--- src/rtl/la_xtalmon_pkg.sv ---
// Shared types for the crystal-oscillator monitor.
package la_xtalmon_pkg;

    localparam int STATEW = 2;

    typedef enum logic [STATEW-1:0] {
        OFF    = 2'd0,
        WARMUP = 2'd1,
        LOCKED = 2'd2,
        FAULT  = 2'd3
    } state_t;

endpackage

--- src/rtl/la_dsync.sv ---
// Two-flop synchronizer for a single asynchronous level, reset to 0.
module la_dsync (
    input  logic clk,
    input  logic reset,
    input  logic d,
    output logic q
);

    logic meta;

    always_ff @(posedge clk or posedge reset) begin
        if (reset) begin
            meta <= 1'b0;
            q    <= 1'b0;
        end else begin
            meta <= d;
            q    <= meta;
        end
    end

endmodule

--- src/rtl/la_xtalmon.sv ---
// Crystal-oscillator startup/health monitor: counts synchronized xclk edges per
// window of the local clock and tracks lock / sticky fault.
module la_xtalmon
    import la_xtalmon_pkg::*;
#(
    parameter int WINDOW = 1024,
    parameter int CNTW   = 12,
    parameter int MINCNT = 200,
    parameter int MAXCNT = 300,
    parameter int GOODN  = 4,
    parameter int TMOUT  = 64
) (
    input  logic              clk,
    input  logic              reset,
    input  logic              en,
    input  logic              clear,
    input  logic              xclk,
    output logic              ok,
    output logic              fail,
    output logic              done,
    output logic [CNTW-1:0]   count,
    output logic [STATEW-1:0] state
);

    localparam int WW = $clog2(WINDOW);
    localparam int GW = $clog2(GOODN + 1);
    localparam int TW = $clog2(TMOUT + 1);

    localparam logic [WW-1:0]   WLOAD = WW'(WINDOW - 1);
    localparam logic [GW-1:0]   GFULL = GW'(GOODN);
    localparam logic [TW-1:0]   TFULL = TW'(TMOUT);
    localparam logic [CNTW-1:0] CLO   = CNTW'(MINCNT);
    localparam logic [CNTW-1:0] CHI   = CNTW'(MAXCNT);

    state_t          st, st_n;
    logic            ok_n, fail_n;
    logic            xs, xprev, detect;
    logic            active, close, good, good_q;
    logic [WW-1:0]   wincnt;
    logic [CNTW-1:0] edgecnt, cnt_inc;
    logic [GW-1:0]   goodcnt;
    logic [TW-1:0]   winidx;

    la_dsync u_sync (
        .clk   (clk),
        .reset (reset),
        .d     (xclk),
        .q     (xs)
    );

    always_ff @(posedge clk or posedge reset) begin
        if (reset) xprev <= 1'b0;
        else       xprev <= xs;
    end

    assign state = st;

    always_comb begin
        detect  = xs & ~xprev;
        active  = en && (st != OFF);
        close   = active && (wincnt == '0);
        cnt_inc = (detect && (edgecnt != '1)) ? edgecnt + 1'b1 : edgecnt;
        good    = (cnt_inc >= CLO) && (cnt_inc <= CHI);
    end

    // FSM acts on the registered done pulse, so transitions land the cycle after done.
    always_comb begin
        st_n   = st;
        fail_n = fail;
        if (clear) fail_n = 1'b0;
        if (!en) begin
            st_n = OFF;
        end else begin
            case (st)
                OFF:     st_n = WARMUP;
                WARMUP:  if (done) begin
                             if (goodcnt == GFULL)     st_n = LOCKED;
                             else if (winidx == TFULL) st_n = FAULT;
                         end
                LOCKED:  if (done && !good_q) st_n = FAULT;
                FAULT:   if (clear) st_n = WARMUP;
                default: st_n = OFF;
            endcase
        end
        if ((st_n == FAULT) && (st != FAULT)) fail_n = 1'b1;
        ok_n = (st_n == LOCKED) && !fail_n;
    end

    always_ff @(posedge clk or posedge reset) begin
        if (reset) begin
            st   <= OFF;
            ok   <= 1'b0;
            fail <= 1'b0;
        end else begin
            st   <= st_n;
            ok   <= ok_n;
            fail <= fail_n;
        end
    end

    always_ff @(posedge clk or posedge reset) begin
        if (reset) begin
            wincnt  <= '0;
            edgecnt <= '0;
            goodcnt <= '0;
            winidx  <= '0;
            good_q  <= 1'b0;
            count   <= '0;
            done    <= 1'b0;
        end else begin
            done <= 1'b0;
            if (st_n == OFF) begin
                wincnt  <= '0;
                edgecnt <= '0;
                goodcnt <= '0;
                winidx  <= '0;
                good_q  <= 1'b0;
            end else if ((st_n == WARMUP) && (st != WARMUP)) begin
                wincnt  <= WLOAD;
                edgecnt <= '0;
                goodcnt <= '0;
                winidx  <= '0;
                good_q  <= 1'b0;
            end else if (close) begin
                count   <= cnt_inc;
                edgecnt <= '0;
                wincnt  <= WLOAD;
                done    <= 1'b1;
                good_q  <= good;
                goodcnt <= !good ? '0 : ((goodcnt == GFULL) ? GFULL : goodcnt + 1'b1);
                winidx  <= (winidx == TFULL) ? TFULL : winidx + 1'b1;
            end else begin
                wincnt  <= wincnt - 1'b1;
                edgecnt <= cnt_inc;
            end
        end
    end

endmodule

--- config.mk ---
export PLATFORM = sky130hd
export DESIGN_NAME = la_xtalmon
export DESIGN_NICKNAME = d
export VERILOG_FILES = /design/src/rtl/la_xtalmon_pkg.sv /design/src/rtl/la_dsync.sv /design/src/rtl/la_xtalmon.sv
export SDC_FILE = /design/constraint.sdc
export NUM_CORES = 1
export LEC_CHECK = 0
export ABC_AREA = 1
export ABC_CLOCK_PERIOD_IN_PS = 5700
export BUFFER_PORTS_ARGS = -buffer_cell sky130_fd_sc_hd__buf_2
export CORE_MARGIN = 2
export CORE_UTILIZATION = 60
export CTS_BUF_LIST = sky130_fd_sc_hd__clkbuf_4 sky130_fd_sc_hd__clkbuf_8
export CTS_CLUSTER_DIAMETER = 200
export CTS_CLUSTER_SIZE = 10
export DETAILED_ROUTE_END_ITERATION = 8
export PLACE_DENSITY_LB_ADDON = 0.05
export SYNTH_ARGS = -nofsm -noshare
export SYNTH_HDL_FRONTEND = slang
export SYNTH_HIERARCHICAL = 1
export SYNTH_SLANG_ARGS = --single-unit
--- constraint.sdc ---
create_clock -name clk -period 5.7 [get_ports clk]
set_input_delay 0.285 -clock clk [delete_from_list [all_inputs] [get_ports clk]]
set_output_delay 0.285 -clock clk [all_outputs]
set_load 0.05 [all_outputs]
==> run summary <==
GPL Wtd Cong: 0.878
List of most frequent post-synthesis cells: nand2_1, dfrtp_1, inv_1
Final WL: 5.03 mm
# diodes: 0
Setup TNS: 0 ns
RSZ-0062 raised after global routing: no
Synth warn: 6
Port Buf Inserts: 21
Syn_nets: 361
Share of post-route cells with drive strength above 1: 15.5%
Most common cell in the netlist: nand2_1
Vias in the first global route: 2,157
CP Buf/Inv Count: 2
Fin. Hold Viols: 0
CP cell instances: inv_1 -> ha_1 -> nand2_1 -> nor2_2 -> nor2_1 -> nand2_1 -> nand2_1 -> nand3_2 -> nand2_1 -> nor2_2 -> inv_2 -> o21ai_0
Grt met2 use: 34.0%
Synth Instances: 350
First-pass DRT Iterations: 4
Final Max Slew Viols: 0
Tightest Pin Transition: 1.02 ns
Antenna violations before repair: 0
DR DRC count: 0
Area Overhead vs Synth: 9.05%
Die H: 72.2 um
Min Tclk post-route: 2.15 ns
Tcrit/Tclk final: 37.7%
Share of the synthesized area in the top cell type: 47.5%
Placed Cells: 417
Synthesized cell area: 0.00279 mm2
Clock net sink count: 53
Largest net degree at the start of global routing: 52
Via Count: 2,239
Worst path most repeated cell: nand2_1
Max incr delay on CP: 0.42 ns
Largest cells by area after synthesis: dfrtp_1, nand2_1, inv_1, nor2_1, nand3_1
Hold Path Class: in -> reg
Largest area contributor in the netlist: dfrtp_1
Gr ovfl total: 0
Skew-Pair Late Insertion Delay: 0.31 ns
Average size of a mapped cell: 7.98 um2
Via/cell ratio: 5.26
Initial Util: 63.3%
Crit path max-delay family: simple AND/OR/NAND/NOR gates
GR peak layer: met2
Grt met3 use: 3.75%
Clock tree root buffer cell: clkbuf_8
Nets: 384
CTS H-tree lvls: 2
Final setup vio count: 0
Core area: 0.00441 mm2
Num rows: 24
Post-synth EDFFs: 0
Fin Clk Skew: 0.0138 ns
Max_slew headroom: 32.2%
Sequential share of the synthesized area: 47.5%
P_leak: 1.49 nW
Critical path fanouts, max: 18
Max-cap viol count: 0
CTS tree: done
WL per Instance: 11.8 um
Clock Path Buffers: 2
Critical Path RT: 5.93 ns
Slowest CP cell: dfrtp_1
PwrDens: 267 mW/mm2
Register area: 0.00133 mm2
Crit Path Category: reg -> reg
I/O pin count: 22
Async S/R FF share, synth: 100%
F_max: 0.465 GHz
Gr usage total: 22.0%
Worst Setup Start Kind: flop
Clock buffer count from CTS: 5
CP Data Arrival Time: 2.38 ns
Status: complete, no violations
Area of the multi-input gates: 0.00124 mm2
Die footprint: 0.00522 mm2
Dpl hpwl: 3.72 mm
Clock-pin transition on the worst setup and hold timing paths: 0.09 ns
Final std cells w/o fill: 426
Top FF cell, synth: dfrtp_1
Die W: 72.2 um
First-pass GRT wire length: 9.22 mm
Met1 Track Usage GR: 31.8%
Initial drt markers: 147
Peak supply drop: 235 uV
Fillers: 364
Yosys reg bits: 53
Number of routed nets with antenna violations: 0
Synth cell types: 32
Worst setup EP type: flop
-- cell usage in the layout, fill, tap and decap left out, types with 2 or more instances in the layout --
cell,count
nand4_1,4
nand3_2,2
nand3_1,23
nor2_1,40
o21ai_2,2
dfrtp_1,53
nor2_2,7
o21ai_1,4
nor3_1,6
inv_2,5
a21oi_1,5
clkbuf_8,5
ha_1,6
a31oi_1,9
nand2_2,7
xnor2_1,2
nand3b_1,2
inv_1,44
xor2_1,11
o22ai_1,3
o21ai_0,17
nand2_1,85
buf_2,21
-- sequential cells by signal, summed over array words and instances, names as in the netlist --
| signal | count |
|---|---|
| count | 12 |
| edgecnt | 12 |
| wincnt | 10 |
| winidx | 7 |
| goodcnt | 3 |
| state | 2 |
| done | 1 |
| fail | 1 |
| good_q | 1 |
| ok | 1 |
| u_sync/meta | 1 |
| u_sync/q | 1 |
| xprev | 1 |
-- metal layers --
layer,up-vias,wire (um)
li1,1155,-
met1,1039,2530
met4,0,59
met3,8,192
met2,37,2240
met5,-,0
-- final timing paths --
path	start	to	cells after the start	slack [ns]
worst max-delay path	goodcnt[0]$_DFFE_PP0P_	winidx[1]$_DFFE_PP0P_	12	3.55
worst min-delay path	xclk	u_sync/meta$_DFF_PP0_	1	0.08
worst max register to register	goodcnt[0]$_DFFE_PP0P_	winidx[1]$_DFFE_PP0P_	12	3.55
worst min register to register	u_sync/meta$_DFF_PP0_	u_sync/q$_DFF_PP0_	0	0.36
max in group asynchronous	reset	edgecnt[10]$_DFF_PP0_	3	4.28
min in group asynchronous	reset	u_sync/meta$_DFF_PP0_	3	0.38
-- where the power goes --
group,leakage [nW],switching [mW],internal [mW]
sequential,0.714,0.0179,0.401
combinational,0.718,0.105,0.0381
clock,0.0585,0.120,0.132
total,1.49,0.243,0.571
-- cells by family after synthesis --
family	Yosys count	synth area share [%]
flip-flops	53	47.5
XOR/XNOR	13	4.08
buffers and inverters	55	8.02
AO/OA/AOI/OAI	42	8.60
adder cells (fa/ha/maj)	6	2.69
AND/OR/NAND/NOR	181	29.2
-- through the flow --
step | util [%] | setup slack [ns] | hold slack, ns | cell area, um2 | power, mW
finish | 69.0 | 3.55 | 0.0814 | 3050 | 0.814
detailed placement | 66.2 | 3.54 | 0.153 | 2920 | 0.570
CTS | 69.0 | 3.53 | 0.0716 | 3050 | 0.821
global placement | 66.2 | 3.58 | 0.150 | 2920 | 0.568
floorplan | - | 3.74 | 0.0262 | 2790 | 0.539
global route | 69.0 | 3.23 | 0.0609 | 3050 | 0.852
-- layout make-up --
type,instances,share of cell area (%)
Clock inverter,3,1.44
Inverter,49,6.04
Tap cell,52,2.14
Timing Repair Buffer,22,3.78
Clock buffer,5,2.26
Multi-Input combinational cell,242,40.8
Sequential cell,53,43.5
-- worst register-to-register path, stage by stage (launching register included) --
cell	delay [ns]
dfrtp_1	0.42
inv_1	0.07
ha_1	0.16
nand2_1	0.08
nor2_2	0.14
nor2_1	0.05
nand2_1	0.08
nand2_1	0.09
nand3_2	0.19
nand2_1	0.13
nor2_2	0.24
inv_2	0.21
o21ai_0	0.20
-- timing repair --
item,CTS,global route
hold buffers,1,0
endpoints found under the hold margin,2,0
buffers inserted,0,0
gates resized for setup,0,0
Note: power is estimated with default switching activity, not from simulation.
